[config.mk]
export PLATFORM = sky130hd
export DESIGN_NAME = netlist_vector_sequencer
export DESIGN_NICKNAME = d
export VERILOG_FILES = /design/src/rtl/netlist_vector_sequencer.sv
export SDC_FILE = /design/constraint.sdc
export NUM_CORES = 1
export LEC_CHECK = 0
export BUFFER_PORTS_ARGS = -buffer_cell sky130_fd_sc_hd__buf_4
export CORE_MARGIN = 1.5
export CORE_UTILIZATION = 35
export DETAILED_ROUTE_END_ITERATION = 10
export GPL_TIMING_DRIVEN = 0
export PLACE_DENSITY = 0.69
export SKIP_CTS_REPAIR_TIMING = 1
export SYNTH_ARGS = -nofsm -noshare
export SYNTH_HDL_FRONTEND = slang
export SYNTH_SLANG_ARGS = --single-unit
[constraint.sdc]
create_clock -name clk -period 6.3 [get_ports clk]
set_input_delay 0.315 -clock clk [delete_from_list [all_inputs] [get_ports clk]]
set_output_delay 0.315 -clock clk [all_outputs]
set_load 0.005 [all_outputs]
[src/rtl/netlist_vector_sequencer.sv]
// Plays stored stimulus vectors from a vector memory into a DUT, 3 cycles per vector.
// Also accumulates the Hamming distance between consecutive DUT responses.
module netlist_vector_sequencer #(
    parameter int NUM_IO = 62,
    parameter int ADDR_W = 10,
    parameter int CNT_W  = 32
) (
    input  logic              clk,
    input  logic              rst,
    input  logic              start,
    input  logic [ADDR_W-1:0] num_vec,
    input  logic              hold,
    output logic              mem_rd,
    output logic [ADDR_W-1:0] mem_addr,
    input  logic [NUM_IO+1:0] mem_rdata,
    output logic [NUM_IO-1:0] dut_in,
    output logic              dut_rst,
    input  logic [NUM_IO-1:0] dut_out,
    output logic              busy,
    output logic              done,
    output logic [ADDR_W-1:0] vec_idx,
    output logic [CNT_W-1:0]  toggle_cnt
);

    localparam int POP_W = $clog2(NUM_IO + 1);
    // The sum is wide enough for both operands, so the saturation test never sees a wrapped value.
    localparam int SUM_W = ((CNT_W > POP_W) ? CNT_W : POP_W) + 1;

    typedef enum logic [2:0] {
        S_IDLE,
        S_FETCH,
        S_APPLY,
        S_CAPTURE,
        S_DONE
    } state_t;

    state_t              state_q, state_d;
    logic [ADDR_W-1:0]   num_vec_q, num_vec_d;
    logic [ADDR_W-1:0]   vec_idx_q, vec_idx_d;
    logic [CNT_W-1:0]    toggle_q, toggle_d;
    logic [NUM_IO-1:0]   last_out_q, last_out_d;
    logic                first_q, first_d;
    logic [NUM_IO-1:0]   dut_in_q, dut_in_d;
    logic                dut_rst_q, dut_rst_d;
    logic                busy_q, busy_d;
    logic                done_q, done_d;

    logic [NUM_IO-1:0]   diff;
    logic [POP_W-1:0]    pop;
    logic [SUM_W-1:0]    sum;
    logic [CNT_W-1:0]    toggle_inc;
    logic [ADDR_W-1:0]   vec_idx_inc;
    logic                unused_msb;

    assign unused_msb = mem_rdata[NUM_IO+1];

    assign diff = dut_out ^ last_out_q;

    always_comb begin
        pop = '0;
        for (int i = 0; i < NUM_IO; i++) begin
            pop = pop + POP_W'(diff[i]);
        end
    end

    assign sum         = SUM_W'(toggle_q) + SUM_W'(pop);
    assign toggle_inc  = (sum > SUM_W'({CNT_W{1'b1}})) ? {CNT_W{1'b1}} : sum[CNT_W-1:0];
    assign vec_idx_inc = vec_idx_q + 1'b1;

    always_comb begin
        state_d    = state_q;
        num_vec_d  = num_vec_q;
        vec_idx_d  = vec_idx_q;
        toggle_d   = toggle_q;
        last_out_d = last_out_q;
        first_d    = first_q;
        dut_in_d   = dut_in_q;
        dut_rst_d  = dut_rst_q;
        mem_rd     = 1'b0;
        mem_addr   = '0;

        case (state_q)
            S_IDLE, S_DONE: begin
                if (start) begin
                    vec_idx_d = '0;
                    toggle_d  = '0;
                    first_d   = 1'b1;
                    num_vec_d = num_vec;
                    state_d   = (num_vec == '0) ? S_DONE : S_FETCH;
                end
            end
            S_FETCH: begin
                if (!hold) begin
                    mem_rd   = 1'b1;
                    mem_addr = vec_idx_q;
                    state_d  = S_APPLY;
                end
            end
            S_APPLY: begin
                dut_in_d  = mem_rdata[NUM_IO:1];
                dut_rst_d = mem_rdata[0];
                state_d   = S_CAPTURE;
            end
            S_CAPTURE: begin
                // The first response of a run has no predecessor to compare against.
                last_out_d = dut_out;
                first_d    = 1'b0;
                if (!first_q) begin
                    toggle_d = toggle_inc;
                end
                vec_idx_d = vec_idx_inc;
                state_d   = (vec_idx_inc == num_vec_q) ? S_DONE : S_FETCH;
            end
            default: state_d = S_IDLE;
        endcase

        busy_d = (state_d == S_FETCH) || (state_d == S_APPLY) || (state_d == S_CAPTURE);
        done_d = (state_d == S_DONE);
    end

    always_ff @(posedge clk or negedge rst) begin
        if (!rst) begin
            state_q    <= S_IDLE;
            num_vec_q  <= '0;
            vec_idx_q  <= '0;
            toggle_q   <= '0;
            last_out_q <= '0;
            first_q    <= 1'b0;
            dut_in_q   <= '0;
            dut_rst_q  <= 1'b0;
            busy_q     <= 1'b0;
            done_q     <= 1'b0;
        end else begin
            state_q    <= state_d;
            num_vec_q  <= num_vec_d;
            vec_idx_q  <= vec_idx_d;
            toggle_q   <= toggle_d;
            last_out_q <= last_out_d;
            first_q    <= first_d;
            dut_in_q   <= dut_in_d;
            dut_rst_q  <= dut_rst_d;
            busy_q     <= busy_d;
            done_q     <= done_d;
        end
    end

    assign dut_in     = dut_in_q;
    assign dut_rst    = dut_rst_q;
    assign busy       = busy_q;
    assign done       = done_q;
    assign vec_idx    = vec_idx_q;
    assign toggle_cnt = toggle_q;

endmodule
# Yosys cells after proc, flatten, opt, wreduce, memory -nomap -nowiden

Cells that the tools add are included.

Word-level logic and storage cells: 112
Input bits: 140
Register bits: 183
Output and inout port bits: 118

Bitwise gates (word level): 1
Muxes and demuxes: 17
Add/sub/neg operators: 63
Magnitude comparators: 1
Equality and inequality tests: 11
Reduce and logical (&&, ||, !) cells: 9

Operators by type and width:

| cell                    | count |
|---|---|
| $add A6 B1 Y6           | 56 |
| $mux W32                | 3 |
| $pmux W32 S2            | 1 |
| $xor A62 B62 Y62        | 1 |
| $add A32 B6 Y33         | 1 |
| $gt A33 B32 Y1 const B  | 1 |
| $mux W10                | 3 |
| $pmux W10 S2            | 1 |
| $eq A3 B2 Y1 const B    | 4 |
| $mux W3                 | 4 |
| $pmux W3 S4             | 1 |
| $add A10 B1 Y10 const B | 1 |
| $eq A10 B10 Y1          | 1 |
| $logic_not A10 Y1       | 1 |
| $add A5 B1 Y6           | 1 |
| $eq A3 B1 Y1 const B    | 2 |
| $eq A3 B3 Y1 const B    | 2 |
| $add A4 B1 Y5           | 1 |
| $add A3 B1 Y4           | 1 |
| $ne A2 B2 Y1 const B    | 2 |
| $reduce_and A2 Y1       | 2 |
| $add A2 B1 Y3           | 1 |
| $logic_not A3 Y1        | 1 |
| $mux W1                 | 3 |
| other kinds (6)         | 7 |

# Longest topological paths before layout

Gate-level depths: netlist of the first run.

Word-level depth: 67
Gate-level depth with buffers: 24
Gate-level depth less buffers: 22

# Worst setup path after synthesis of the first run

OpenSTA, ideal clock, no wires.

Path type: reg-to-reg
From: reg last_out_q[16]
To: reg toggle_q[11] (netlist: toggle_cnt[11])
Arrival time: 6,703 ps
Clock period less this slack: 6,840 ps
Setup slack: -540 ps
Data required time: 6,164 ps
Buffers on the path: 1
Library setup time: 136 ps
Cell stages (with the launch flop): 22
Cell sequence: dfrtp_1 xor2_1 fa_1 inv_1 fa_1 inv_1 fa_1 fa_1 fa_1 fa_1 inv_1 fa_1 fa_1 fa_1 inv_1 fa_1 a21o_1 a221o_2 o22a_1 a21oi_2 buf_6 a311oi_2

Word-level cells in the longest chain between the ends: 52

RTL lines:

| item                           | line | text |
|---|---|---|
| start, declared                | 41   | `logic [NUM_IO-1:0] last_out_q, last_out_d;` |
| start signal, assigned         | 138  | `last_out_q <= last_out_d;` |
| $xor A62 B62 Y62 *             | 57   | `assign diff = dut_out ^ last_out_q;` |
| $add A6 B1 Y6 * (46 in series) | 62   | `pop = pop + POP_W'(diff[i]);` |
| $add A32 B6 Y33 *              | 66   | `assign sum = SUM_W'(toggle_q) + SUM_W'(pop);` |
| $gt A33 B32 Y1                 | 67   | `assign toggle_inc = (sum > SUM_W'({CNT_W{1'b1}})) ? {CNT_W{1'b1}} : sum[CNT_W-1:0];` |
| $mux W32 *                     | 67   |  |
| $mux W32 *                     | 108  | `if (!first_q) begin` |
| $pmux W32 S2 *                 | 82   | `case (state_q)` |
| end signal, assigned           | 137  | `toggle_q <= toggle_d;` |
| end, declared                  | 40   | `logic [CNT_W-1:0] toggle_q, toggle_d;` |

Every way passes the cells marked *; elsewhere a longest branch is shown, timed or not. The select of a mux whose other input is x is not followed.
A chain may end at the register's enable or synchronous reset.

# Final worst setup path of the first run

From: reg last_out_q[16]
To: reg toggle_q[17] (netlist: toggle_cnt[17])

The elaborated chain is that of the path after synthesis.

==> results of run 1 <==
==> state kept, by name, indices dropped and copies added (netlist names) <==
signal	cells
state_q	3
busy	1
dut_in	62
dut_rst	1
toggle_cnt	32
last_out_q	62
first_q	1
num_vec_q	10
done	1
vec_idx	10
==> metrics by stage <==
| stage | setup slack [ps] | cell area [µm²] | setup TNS (ps) | util | instances |
|---|---|---|---|---|---|
| 3_5_place_dp | -911.9 | 12790 | -24120 | 0.4432 | 1624 |
| 2_1_floorplan | -303.0 | 10350 | -6200 | - | 983 |
| 6_report | -764.4 | 13600 | -21300 | 0.4711 | 1664 |
| 3_3_place_gp | -881.3 | 12760 | -22600 | 0.4420 | 1623 |
| 4_1_cts | -874.8 | 13430 | -22800 | 0.4652 | 1656 |
| 5_1_grt | -913.7 | 13600 | -26620 | 0.4711 | 1664 |
==> worst max-delay path, delay by kind of cell, from the launching register on <==
kind | cells | cell delay, ps
fa+ha+maj | 10 | 4660
compound gates | 5 | 1270
flops | 1 | 410
buf+inv | 5 | 390
xor+xnor | 1 | 170
==> cell type report <==
| type | instances | share of cell area |
|---|---|---|
| multi-input combinational | 712 | 0.4055 |
| sequential | 183 | 0.3368 |
| timing repair buffer | 265 | 0.1491 |
| tap | 384 | 0.03534 |
| clock buffer | 19 | 0.03258 |
| clock inverter | 13 | 0.01408 |
| buffer | 42 | 0.01390 |
| inverter | 46 | 0.01270 |
==> kinds of logic after synthesis <==
logic type | after synthesis | share of synthesized area
AND/OR/NAND/NOR | 364 | 0.1624
flip-flops | 183 | 0.4440
AO/OA/AOI/OAI | 119 | 0.07970
buffers and inverters | 88 | 0.03433
adder cells (fa/ha/maj) | 83 | 0.1400
XOR/XNOR | 81 | 0.06879
multiplexers | 65 | 0.07073
==> Yosys cell counts, drive strengths merged, types with 9 or more instances <==
cell    count  area share
a41oi       9      0.0076
xnor2      39       0.033
fa         54        0.10
nand3      17       0.010
inv        46       0.017
a211oi      9      0.0066
and2       17       0.011
a31oi      14      0.0085
buf        19      0.0091
xor2       42       0.036
clkbuf     23      0.0085
dfrtp     183        0.44
nand2     240       0.087
a21oi      30       0.015
nor3       18      0.0092
ha         29       0.035
o21ai      23       0.011
nor2       30       0.012
mux2       63       0.069
==> layer usage <==
| layer | vias up | part of all wire | wire [µm] |
|---|---|---|---|
| met3 | 27 | 0.082 | 2277 |
| met4 | 0 | 0.016 | 455 |
| li1 | 3856 | - | - |
| met1 | 3978 | 0.42 | 11710 |
| met5 | - | 0 | 0 |
| met2 | 276 | 0.48 | 13210 |
==> worst max path at each step <==
stage | from | endpoint | slack, ps | cells past startpoint
floorplan | last_out_q[38]$_DFFE_PN0P_ | toggle_cnt[11]$_DFFE_PN0P_ | -300 | 21
global placement | dut_out[38] | toggle_cnt[17]$_DFFE_PN0P_ | -880 | 22
detailed placement | dut_out[38] | toggle_cnt[17]$_DFFE_PN0P_ | -910 | 22
CTS | last_out_q[16]$_DFFE_PN0P_ | toggle_cnt[17]$_DFFE_PN0P_ | -870 | 21
global route | last_out_q[16]$_DFFE_PN0P_ | toggle_cnt[17]$_DFFE_PN0P_ | -910 | 21
finish | last_out_q[16]$_DFFE_PN0P_ | toggle_cnt[17]$_DFFE_PN0P_ | -760 | 21
==> reports/results.ini, run 1 <==
[global_routing]
grt_use_met2 = 0.2998
grt_pass1_wl_mm = 44.22
antenna_found_initial = 0
use_met3 = 0.06571
grt_usage = 0.1845
grtUsageMet1 = 0.2313
grt_max_degree = 95
grt.overflow.total = 0
grt_busiest_layer = met2
grt_pass1_vias = 8374

[worst_setup_path]
critPathSlowestCell = fa_1
setup.worst_path.class = reg2reg
cp_max_fo = 6
critPathRequiredTime_ps = 6590
cpMostUsedCell = fa_1
cp_cell_sequence = xor2_2 -> fa_1 -> inv_2 -> fa_1 -> inv_2 -> fa_1 -> fa_1 -> fa_1 -> fa_1 -> inv_1 -> fa_1 -> fa_1 -> fa_2 -> inv_2 -> fa_2 -> a21o_1 -> a221o_2 -> o22a_4 -> a21oi_4 -> buf_6 -> a311oi_2
reg2reg_depth = 21
end_kind = flip-flop
r2r_slack_ps = -760
r2r_end = toggle_cnt[17]$_DFFE_PN0P_
arrival_ps = 7360
cp-start-kind = flip-flop
slowest_delay_ps = 590
r2r_start = last_out_q[16]$_DFFE_PN0P_

[clocking]
cts_root_buffer = clkbuf_16
cts_inserted_buffers = 17
cts_tree = built
clock_path_buffers = 2
insertion_delay_ps = 440
clock_sinks = 183
clkSlewWorstSetupHoldPaths_ps = 80
htreeDepth = 4

[timing]
setup_violations = 32
finalCritPeriodShare = 1.121
hold_viol = 0
finClkSkew_ps = 9.282
period_needed_ps = 7064
final-max-slew-violation-count = 0
max-slew-margin-rel = 0.4615
post-route-worst-setup-slack_ps = -764.4
max_freq_mhz = 141.6
worstMarginPinSlew_ps = 796.5
rsz0062_at_grt = true
whs_ps = 77.49

[yosys]
ys_types = 67
synthCells = 983
synth_area_mm2 = 0.01031
synth-edff-count = 0
ys_seq_elements = 183
yosys_most_used_dff = dfrtp_1
synth_fp_nets = 1206
ys_seq_area_frac = 0.4440
synthArstFlopShare = 1.000
yosys_warnings = 0
syn_area_per_cell_um2 = 10.49

[floorplanning]
boundaryPins = 258
start_util = 0.3574
core_area_mm2 = 0.02886
die_h_um = 174.7
rows = 62
die_w_um = 174.7
dieArea_mm2 = 0.03051

[route]
ant_nets = 0
wl_per_cell_um = 16.62
vias_per_cell = 4.890
vias = 8137
drcViolationCount = 0
finalWirelength_mm = 27.65
drt_iter0_drc = 429
firstDrtPassIters = 5

[worst_hold_path]
min_path_cells = 3
hold_path.startpoint = dut_out[10]
hp-class = in2reg
hold_path_end = last_out_q[10]$_DFFE_PN0P_

[finish]
regArea_mm2 = 0.004579
multi_input_area_mm2 = 0.005513
area_delta_synth_final_pct = 31.82
nFillCells = 2686
nNetsFinal = 1490
layout_common_cells = buf_4, nand2_1, dfrtp_1, mux2_2, fa_1
diodes = 0
layout-drive-gt1-share = 0.3258
final_common_cell = buf_4

[placed_design]
place.gp.congestion = 0.8523
dp_hpwl_mm = 21.25
portBuffers = 256

[run_status]
violations = setup timing
status = finished, violations left

[job]
drv_cap = 0

Power of run 1 is left out: the tool's default activity adds up to more than one toggle a clock period on the data nets, which glitch-free logic cannot reach.
==> run 2: changes to the inputs <==
--- a/config.mk
+++ b/config.mk
@@ -6,12 +6,15 @@
 export NUM_CORES = 1
 export LEC_CHECK = 0
 export BUFFER_PORTS_ARGS = -buffer_cell sky130_fd_sc_hd__buf_4
+export CELL_PAD_IN_SITES_DETAIL_PLACEMENT = 1
+export CELL_PAD_IN_SITES_GLOBAL_PLACEMENT = 2
 export CORE_MARGIN = 1.5
-export CORE_UTILIZATION = 35
+export CORE_UTILIZATION = 30
 export DETAILED_ROUTE_END_ITERATION = 10
 export GPL_TIMING_DRIVEN = 0
-export PLACE_DENSITY = 0.69
+export PLACE_DENSITY = 0.86
 export SKIP_CTS_REPAIR_TIMING = 1
+export SLEW_MARGIN = 0
 export SYNTH_ARGS = -nofsm -noshare
 export SYNTH_HDL_FRONTEND = slang
 export SYNTH_SLANG_ARGS = --single-unit
==> run 2 against run 1 <==
Against the previous run: the flow still finishes with violations (setup timing); wire length up 12%; cell count up 4.3%; sequential cell count unchanged; register-to-register slack gained 40 ps; via count rose by 1.1%; hold slack got worse by 12 ps; first-iteration DRC count decreased by 36%; critical path depth up 1; critical path type unchanged.
==> reports/results.ini, run 2 (synthesis gave the netlist of run 1 again) <==
[run_status]
status = finished, violations left
violations = setup timing

[floorplanning]
start_util = 0.3060  ; -0.05135
die_h_um = 188.4  ; +7.9%
boundaryPins = 258  ; unchanged
core_area_mm2 = 0.03370  ; +17%
dieArea_mm2 = 0.03550  ; +16%
rows = 67  ; +8.1%
die_w_um = 188.4  ; +7.9%

[timing]
setup_violations = 32  ; unchanged
max-slew-margin-rel = 0.3749  ; -0.08662
final-max-slew-violation-count = 0  ; unchanged
worstMarginPinSlew_ps = 924.6  ; +128.1 ps
max_freq_mhz = 142.3  ; +0.51%
finClkSkew_ps = 10.98  ; +1.703 ps
hold_viol = 0  ; unchanged
period_needed_ps = 7029  ; -35.55 ps
finalCritPeriodShare = 1.116  ; -0.005643
rsz0062_at_grt = true
post-route-worst-setup-slack_ps = -728.8  ; +35.55 ps

[finish]
nNetsFinal = 1497  ; +0.47%
regArea_mm2 = 0.004579  ; unchanged
final_common_cell = buf_4
area_delta_synth_final_pct = 34.22
multi_input_area_mm2 = 0.005663  ; +2.7%
layout-drive-gt1-share = 0.3481  ; +0.02232
layout_common_cells = buf_4, nand2_1, dfrtp_1, mux2_2, fa_1
finalCoreUtilization = 0.4108  ; -0.06034
diodes = 0  ; unchanged
nFillCells = 3812  ; +42%

[clocking]
clock_path_buffers = 2  ; unchanged
clock_sinks = 183  ; unchanged
insertion_delay_ps = 450  ; about the same
cts_inserted_buffers = 17  ; unchanged
htreeDepth = 4  ; unchanged
cts_tree = built
cts_root_buffer = clkbuf_16
clkSlewWorstSetupHoldPaths_ps = 80  ; about the same

[worst_setup_path]
critPathRequiredTime_ps = 6590  ; about the same
cpMostUsedCell = fa_1
critPathSlowestCell = fa_1
cp_cell_sequence = xor2_2 -> fa_1 -> fa_1 -> inv_1 -> fa_1 -> fa_1 -> inv_1 -> fa_1 -> fa_1 -> inv_1 -> fa_1 -> fa_1 -> fa_2 -> inv_2 -> fa_2 -> a21o_1 -> a221o_2 -> o22a_4 -> a21oi_4 -> buf_12 -> buf_8 -> a311oi_2
r2r_start = last_out_q[36]$_DFFE_PN0P_
r2r_slack_ps = -730  ; +40 ps
cp_top_family = adder cells
reg2reg_depth = 22  ; +4.8%
r2r_end = toggle_cnt[17]$_DFFE_PN0P_
cp_max_fo = 6  ; unchanged
arrival_ps = 7320  ; -40 ps
end_kind = flip-flop
cp-start-kind = flip-flop
cp_num_buf_inv = 6  ; +1
setup.worst_path.class = reg2reg
slowest_delay_ps = 540  ; -50 ps

[worst_hold_path]
hold_path.startpoint = num_vec[4]
min_path_cells = 3  ; unchanged
hp-class = in2reg
hold_path_end = num_vec_q[4]$_DFFE_PN0P_

[route]
vias = 8223  ; +1.1%
firstDrtPassIters = 4  ; -1
wl_per_cell_um = 17.92  ; +7.8%
top_layer_used = met4
drcViolationCount = 0  ; unchanged
wl_met2_mm = 15.07  ; +14%
drt_iter0_drc = 276  ; -36%
wl_met1_mm = 13.40  ; +14%
vias_per_cell = 4.739  ; -3.1%
finalWirelength_mm = 31.09  ; +12%
ant_nets = 0  ; unchanged
wl_met3_mm = 2.199  ; -3.4%

[job]
drv_cap = 0  ; unchanged

[global_routing]
grt_max_degree = 98  ; +3.2%
grt.overflow.total = 0  ; unchanged
antenna_found_initial = 0  ; unchanged
grt_usage = 0.1790  ; -0.005490
grt_pass1_wl_mm = 49.23  ; +11%
grt_pass1_vias = 8998  ; +7.5%

[placed_design]
dp_slack_ps = -976.6  ; -64.70 ps
portBuffers = 256  ; unchanged
place.gp.congestion = 0.7871  ; -7.6%
dp_hpwl_mm = 23.81  ; +12%

[run 2: cell count changes in the layout (fill, tap and decap cells not counted), moves of 3 or more]
cell	previous run	this run
clkinv_2	1	4
buf_4	260	265
a211oi_2	0	4
nor3_1	14	10
a211oi_1	9	5
a21oi_2	3	11
a21oi_1	26	18
[run 2: layer usage]
metal	up-vias	global-route usage
met3	23	0.05606
met4	0	0.04762
li1	3867	-
met5	-	0
met1	4108	0.2277
met2	225	0.2941
[run 2: tightest hold or removal path, stage by stage]
cell and delay, ps:
buf_4 80, nand2_1 40, nand2_1 40
[run 2: worst max path at each step]
stage | end | slack (ps) | cells after the start | start
4_1_cts | toggle_cnt[17]$_DFFE_PN0P_ | -960 | 21 | last_out_q[38]$_DFFE_PN0P_
3_5_place_dp | toggle_cnt[17]$_DFFE_PN0P_ | -980 | 22 | dut_out[38]
3_3_place_gp | toggle_cnt[17]$_DFFE_PN0P_ | -950 | 22 | dut_out[38]
2_1_floorplan | toggle_cnt[11]$_DFFE_PN0P_ | -300 | 21 | last_out_q[38]$_DFFE_PN0P_
6_report | toggle_cnt[17]$_DFFE_PN0P_ | -730 | 22 | last_out_q[36]$_DFFE_PN0P_
5_1_grt | toggle_cnt[21]$_DFFE_PN0P_ | -970 | 22 | last_out_q[48]$_DFFE_PN0P_
[run 2: per-stage QoR]
stage	setup TNS, ps	hold slack, ps	instance area, µm²	cells
6_report	-19730	65.55	13840	1735
5_1_grt	-27900	52.98	13840	1735
4_1_cts	-24890	-121.7	13450	1720
3_5_place_dp	-25680	366.9	12870	1688
3_3_place_gp	-24990	477.3	12840	1687
2_1_floorplan	-6200	19.41	10350	983
[run 2: final cells by class]
class                   count  area share
multi-input cells         712      0.4091
flip-flops and latches    183      0.3308
repair buffers            272      0.1517
well taps                 448     0.04049
clock buffers              18     0.03100
plain buffers              42     0.01392
inverters                  46     0.01247
clock inverters            14     0.01057
Power of run 2 is left out for the same reason.
